==> config.mk <==
export PLATFORM = sky130hd
export DESIGN_NAME = maxima_list
export DESIGN_NICKNAME = d
export VERILOG_FILES = /design/src/rtl/maxima_list.sv
export SDC_FILE = /design/constraint.sdc
export NUM_CORES = 2
export LEC_CHECK = 0
export BUFFER_PORTS_ARGS = -buffer_cell sky130_fd_sc_hd__buf_2
export CAP_MARGIN = 25
export CORE_MARGIN = 4
export CORE_UTILIZATION = 50
export CTS_CLUSTER_SIZE = 10
export DETAILED_ROUTE_END_ITERATION = 6
export GPL_TIMING_DRIVEN = 0
export PLACE_DENSITY = 0.73
export SETUP_SLACK_MARGIN = 0.15
export SLEW_MARGIN = 20
export SYNTH_ARGS = -nofsm -noshare
export SYNTH_HDL_FRONTEND = slang
export SYNTH_SLANG_ARGS = --single-unit
==> constraint.sdc <==
create_clock -name clk -period 23.7 [get_ports clk]
set_clock_uncertainty 0.1 [all_clocks]
set_input_delay 4.74 -clock clk [delete_from_list [all_inputs] [get_ports clk]]
set_output_delay 4.74 -clock clk [all_outputs]
set_load 0.02 [all_outputs]
==> src/rtl/maxima_list.sv <==
// Sorted top-DEPTH maxima store: inserts search results by shifting, streams and clears the list on frame end.
// Optional build macro MAXIMA_DEDUP_EN rejects candidates whose key matches a neighbouring stored key.
module maxima_list #(
  parameter int DEPTH = 16,
  parameter int WIDTH = 25,
  parameter int KEY_W = 16
) (
  input  logic                         clk,
  input  logic                         reset,
  input  logic                         ins_valid,
  output logic                         ins_ready,
  input  logic [WIDTH-1:0]             ins_data,
  input  logic [4:0]                   ins_index,
  input  logic                         frame_end,
  output logic [DEPTH-1:0][WIDTH-1:0]  maximas,
  output logic [4:0]                   count,
  output logic                         out_valid,
  input  logic                         out_ready,
  output logic [WIDTH-1:0]             out_data,
  output logic                         out_last,
  output logic [2:0]                   state_dbg
);
  // Handshakes: a beat transfers on the rising edge where valid && ready are both high;
  // out_valid/out_data hold steady while out_ready is low.
  localparam int PW = (DEPTH > 1) ? $clog2(DEPTH) : 1;
  localparam int CW = 5;
  localparam logic [CW-1:0] DEPTH_C = CW'(DEPTH);

  typedef enum logic [2:0] {
    S_IDLE  = 3'd0,
    S_SHIFT = 3'd1,
    S_WRITE = 3'd2,
    S_DUMP  = 3'd3,
    S_CLEAR = 3'd4
  } state_t;

  state_t state, state_n;

  logic [PW-1:0]    p, p_m1, idx_r, idx_w, rd;
  logic [WIDTH-1:0] data_r;
  logic             dump_pend;
  logic [CW-1:0]    idx_sel, rd_ext;
  logic             reject_c, dup_c, accept;

  assign state_dbg = state;
  assign p_m1      = p - PW'(1);
  assign idx_sel   = (ins_index < count) ? ins_index : count;
  assign idx_w     = idx_sel[PW-1:0];
  assign reject_c  = (ins_index >= DEPTH_C);
  assign rd_ext    = {{(CW-PW){1'b0}}, rd};
  assign out_data  = maximas[rd];

  always_comb begin
    dup_c = 1'b0;
`ifdef MAXIMA_DEDUP_EN
    if ((idx_sel < count) && (maximas[idx_w][KEY_W-1:0] == ins_data[KEY_W-1:0]))
      dup_c = 1'b1;
    if ((idx_w != '0) && (maximas[idx_w - PW'(1)][KEY_W-1:0] == ins_data[KEY_W-1:0]))
      dup_c = 1'b1;
`endif
  end

  always_ff @(posedge clk or posedge reset) begin
    if (reset) state <= S_IDLE;
    else       state <= state_n;
  end

  always_comb begin
    state_n   = state;
    ins_ready = 1'b0;
    accept    = 1'b0;
    out_valid = 1'b0;
    out_last  = 1'b0;
    case (state)
      S_IDLE: begin
        ins_ready = !dump_pend && !frame_end;
        if (frame_end || dump_pend) begin
          state_n = S_DUMP;
        end else if (ins_valid && !reject_c && !dup_c) begin
          accept  = 1'b1;
          state_n = (idx_sel == DEPTH_C - CW'(1)) ? S_WRITE : S_SHIFT;
        end
      end
      S_SHIFT: begin
        if (p_m1 == idx_r) state_n = S_WRITE;
      end
      S_WRITE: begin
        // A frame_end landing on the write cycle itself is folded in here.
        state_n = (dump_pend || frame_end) ? S_DUMP : S_IDLE;
      end
      S_DUMP: begin
        out_valid = (rd_ext < count);
        out_last  = out_valid && (rd_ext == count - CW'(1));
        if (count == '0)                          state_n = S_CLEAR;
        else if (out_valid && out_ready && out_last) state_n = S_CLEAR;
      end
      S_CLEAR: state_n = S_IDLE;
      default: state_n = S_IDLE;
    endcase
  end

  always_ff @(posedge clk or posedge reset) begin
    if (reset) begin
      maximas   <= '0;
      count     <= '0;
      p         <= PW'(DEPTH-1);
      idx_r     <= '0;
      data_r    <= '0;
      rd        <= '0;
      dump_pend <= 1'b0;
    end else begin
      if ((state == S_SHIFT || state == S_WRITE) && frame_end)
        dump_pend <= 1'b1;
      case (state)
        S_IDLE: begin
          if (accept) begin
            data_r <= ins_data;
            idx_r  <= idx_w;
            p      <= PW'(DEPTH-1);
          end
        end
        S_SHIFT: begin
          maximas[p] <= maximas[p_m1];
          p          <= p_m1;
        end
        S_WRITE: begin
          maximas[idx_r] <= data_r;
          if (count != DEPTH_C) count <= count + CW'(1);
        end
        S_DUMP: begin
          if (out_valid && out_ready) rd <= rd + PW'(1);
        end
        S_CLEAR: begin
          maximas   <= '0;
          count     <= '0;
          rd        <= '0;
          dump_pend <= 1'b0;
        end
        default: ;
      endcase
    end
  end
endmodule

# Yosys cells after proc, flatten, opt, wreduce, memory -nomap -nowiden
# Index checks and enable logic that the tools add are counted.
[totals] regBits=446 input_bits=35 out_inout_bits=436 elab_cells=110
[op_classes] add_sub_neg=4 magnitude_cmp=9 eq_ne=14 mux=34 n_reduce_logical=26
[op_table] op="$pmux W400 S3" count=1
[op_table] op="$bwmux W400" count=2
[op_table] op="$bmux W25 S4" count=2
[op_table] op="$demux W25 S4" count=2
[op_table] op="$mux W25" count=4
[op_table] op="$lt A4 B5 Y1 const B" count=4
[op_table] op="$pmux W4 S2" count=2
[op_table] op="$mux W3" count=5
[op_table] op="$pmux W3 S4" count=1
[op_table] op="$mux W5" count=2
[op_table] op="$pmux W5 S2" count=1
[op_table] op="$logic_and A1 B1 Y1" count=9
[op_table] op="$ge A4 B1 Y1 const B" count=2
[op_table] op="$mux W1" count=8
[op_table] op="$mux W4" count=2
[op_table] op="$reduce_and A2 Y1" count=4
[op_table] op="$reduce_bool A2 Y1" count=4
[op_table] op="$eq A3 B2 Y1 const B" count=2
[op_table] op="$ne A2 B2 Y1 const B" count=3
[op_table] op="$ne A3 B3 Y1 const B" count=2
[op_table] op="$add A5 B1 Y5 const B" count=1
[op_table] op="$eq A4 B5 Y1" count=1
[op_table] op="$eq A5 B4 Y1 const B" count=1
[op_table] op="$ge A5 B5 Y1 const B" count=1
[op_table] op="other kinds (17)" count=21

# Depth between registers and ports, before layout
[logic_depth] ltp_word=8 mapped_depth=13 mapped_depth_nobuf=8

# Worst setup path before layout
# No wires, ideal clock.
[synth_timing] path_type="input-to-output" startpoint="in frame_end" endpoint="out ins_ready" t_arrival_ns=5.327 path_slack_ns=13.533 path_stages=3 n_path_buf=0 cell_sequence="nor2_1 > nand2_1 > nor2_1"
[synth_via] elab_chain_cells=3
[synth_lines] item="from (decl)" line_no="14" source="input logic frame_end,"
[synth_lines] item="$logic_not A1 Y1" line_no="76" source="ins_ready = !dump_pend && !frame_end;"
[synth_lines] item="$logic_and A1 B1 Y1" line_no="76"
[synth_lines] item="$mux W1" line_no="74" source="case (state)"
[synth_lines] item="to (decl)" line_no="11" source="output logic ins_ready,"
# No other way between the ends.

# Worst setup path in the final report
# Same ends and word-level chain as after synthesis.

==> run metrics <==
H-tree Lvls=2; worst vdd ir=0.0903 mV; Final Hold Viols=0; Clock Path Buffers=3; largest net degree at the start of global routing=100; setup violators final=0; worst r2r src=p[0]; max cap viols=0; r2r worst-path depth=13; vias in the first global route=26000; final worst-path cycle share=0.436; wire per inst=36.6 um; synth warn=0; Placer Congestion=1.04; core footprint=0.0506 mm2; 1st-pass router iterations=6; # hold bufs at CTS=0; largest stage delay on the critical path=0.18 ns; Die W=235 um; DP HPWL=96.1 mm; PwrDens=170 mW/mm2; synthesized cell area=0.0258 mm2; cts repair resizes=0; Primary FF master, synth=dfrtp_1; Slew Limit Fails=0; WS Path Type=input port to primary output; crit path capture type=primary output; Tmin final=10.32 ns; Filler Cell Count=4226; Hold Crit Depth=2; cells along the critical path=buf_2 -> nor2_1 -> nand2_1 -> nor2_1 -> buf_2; Mean Syn Cell Area=10.9 um2; I/O Buffers=470; First DRT Iteration DRCs=4483; CTS Buf Count=53; Layout Utilization=0.607; Slew @ Worst Pin=1.17 ns; worst slack at placement=13.39 ns; Mapped Cells=2365; Fmax achieved=96.9 MHz; post-placement cell area=0.0292 mm2; syn nets=2416; Rows=82; Root Buffer=clkbuf_16; Detail Route Antenna Nets=0; sequential area share after synthesis=0.433; die height=235 um; async set-reset flop share out of synthesis=1.00; postcts setup bufs=0; reg-to-reg slack, setup=19.33 ns; Initial Utilization=0.509; grt ovf=0; Worst setup SP type=input port; P&R area growth vs syn=19.2%; Critical Path RT=18.86 ns; via count=26600; worst-path maximum fanout=3; Hold Crit Class=flop to flop; layout cells sized above 1=0.338; Post-synth EDFFs=0; slowest CP cell=nor2_1; gr usage total=0.457; vias per cell=7.40; nets@finish=2954; Worst-path clk slew=0.06 ns; slew margin rel.=0.223; Setup TNS=0 ns; Yosys cell types=59; Leak Pwr=13.8 nW; CP arrival=5.48 ns; residual DRC count=0; outcome=finished clean; clk_lat worst skew=0.63 ns; Detailed Route WL=131 mm; unrepaired setup endpoints after global routing=false; die area=0.0552 mm2; io pins=471; synthesis-stage register bit count=446; initial antenna violation count=0; fin area=0.0307 mm2; Final Worst Setup Slack=13.38 ns; clk sinks=446; first-pass GRT wire length=186 mm; CTS tree=yes
-- metrics by stage --
step	hold WS, ns	std cells	power (mW)
after floorplan	0.407	2365	3.09
after global placement	0.428	3507	4.25
after detailed placement	0.450	3517	4.31
after CTS	0.466	3590	5.06
after global routing	0.485	3593	5.33
final	0.466	3595	5.21
-- cells in the final DEF (no fill, tap or decap), types with 12 or more instances in the layout --
cell	count
nor2_1	30
clkbuf_1	136
o21ai_0	115
a21oi_1	45
o21ai_2	45
nor3_1	12
mux2_1	15
ha_1	16
a22oi_2	20
o21ai_1	334
nor2_2	13
a221oi_1	25
mux4_2	150
nand2_1	170
dfrtp_1	442
mux2_2	30
mux2i_1	83
buf_6	34
inv_1	13
nand3_1	30
xnor2_1	14
a22oi_1	405
buf_2	558
clkbuf_16	54
buf_4	18
-- where the power goes --
group,switching [mW],internal (mW),total [mW]
Clock,0.338,0.426,0.763
Sequential,0.381,1.02,1.40
Combinational,2.08,0.971,3.05
-- cell families after synthesis --
kind of cell,after synthesis,share of synthesized area
muxes,278,0.183
adders and majority gates,16,0.00777
AOI/OAI and AO/OA,1003,0.253
xor gates and xnor gates,22,0.00835
DFF,446,0.433
and+or+nand+nor,303,0.0561
buffers and inverters,297,0.0585
-- area by class of cell --
type	count	area [um2]	area share
multi-input cells	1622	13100	0.427
flip-flops and latches	446	11200	0.364
repair buffers	483	2580	0.0841
clock buffers	69	1470	0.0478
plain buffers	272	1420	0.0461
well taps	672	841	0.0274
inverters	25	101	0.00330
clock inverters	4	36.3	0.00118
diodes	2	5.00	0.000163
-- worst max-delay path by stage --
stage / startpoint / endpoint / slack, ns / cells past startpoint
after floorplan: reset / asynchronous set/reset pin / 6.44 / 1
after global placement: reset / asynchronous set/reset pin / 1.55 / 2
after detailed placement: frame_end / ins_ready / 13.39 / 5
after CTS: frame_end / ins_ready / 13.38 / 5
after global routing: frame_end / ins_ready / 13.32 / 5
final: frame_end / ins_ready / 13.38 / 5
-- metal layers --
layer	global-route usage	vias up	wire [um]
met5	0.00433	-	46
li1	-	10200	-
met1	0.560	13100	44200
met3	0.183	635	19700
met2	0.677	2641	56800
met4	0.288	4	10700
-- worst max-delay path, delay by kind of cell --
| family | cells | cell delay, ns |
|---|---|---|
| buf+inv | 2 | 0.28 |
| simple gates | 3 | 0.46 |
-- Yosys cell counts (3+ instances only) --
library cell | number | area, um2
a22oi_1 | 405 | 3040
o21ai_1 | 334 | 1670
nor2_2 | 12 | 75.1
ha_1 | 16 | 200
or2_1 | 3 | 18.8
nand2_1 | 170 | 638
o21ai_0 | 115 | 576
xor2_1 | 5 | 43.8
mux2i_1 | 83 | 831
mux2_2 | 30 | 338
nand2b_1 | 5 | 31.3
xnor2_1 | 14 | 123
nand4_1 | 8 | 50.1
o21ai_2 | 45 | 394
a22oi_2 | 20 | 250
nor2_1 | 31 | 116
dfrtp_1 | 442 | 11100
inv_1 | 14 | 52.6
clkbuf_1 | 129 | 484
xnor2_2 | 3 | 48.8
nand3_1 | 30 | 150
a221oi_1 | 25 | 219
mux2_1 | 15 | 169
buf_4 | 17 | 128
buf_1 | 9 | 33.8
a21oi_1 | 45 | 225
buf_2 | 88 | 440
nand3_2 | 9 | 90.1
inv_2 | 9 | 33.8
nor2b_1 | 4 | 25.0
o22ai_2 | 4 | 50.1
buf_6 | 29 | 327
mux4_2 | 150 | 3380
dfstp_2 | 4 | 105
nor3_1 | 12 | 60.1
No activity file was read; power rests on OpenSTA's default activity.
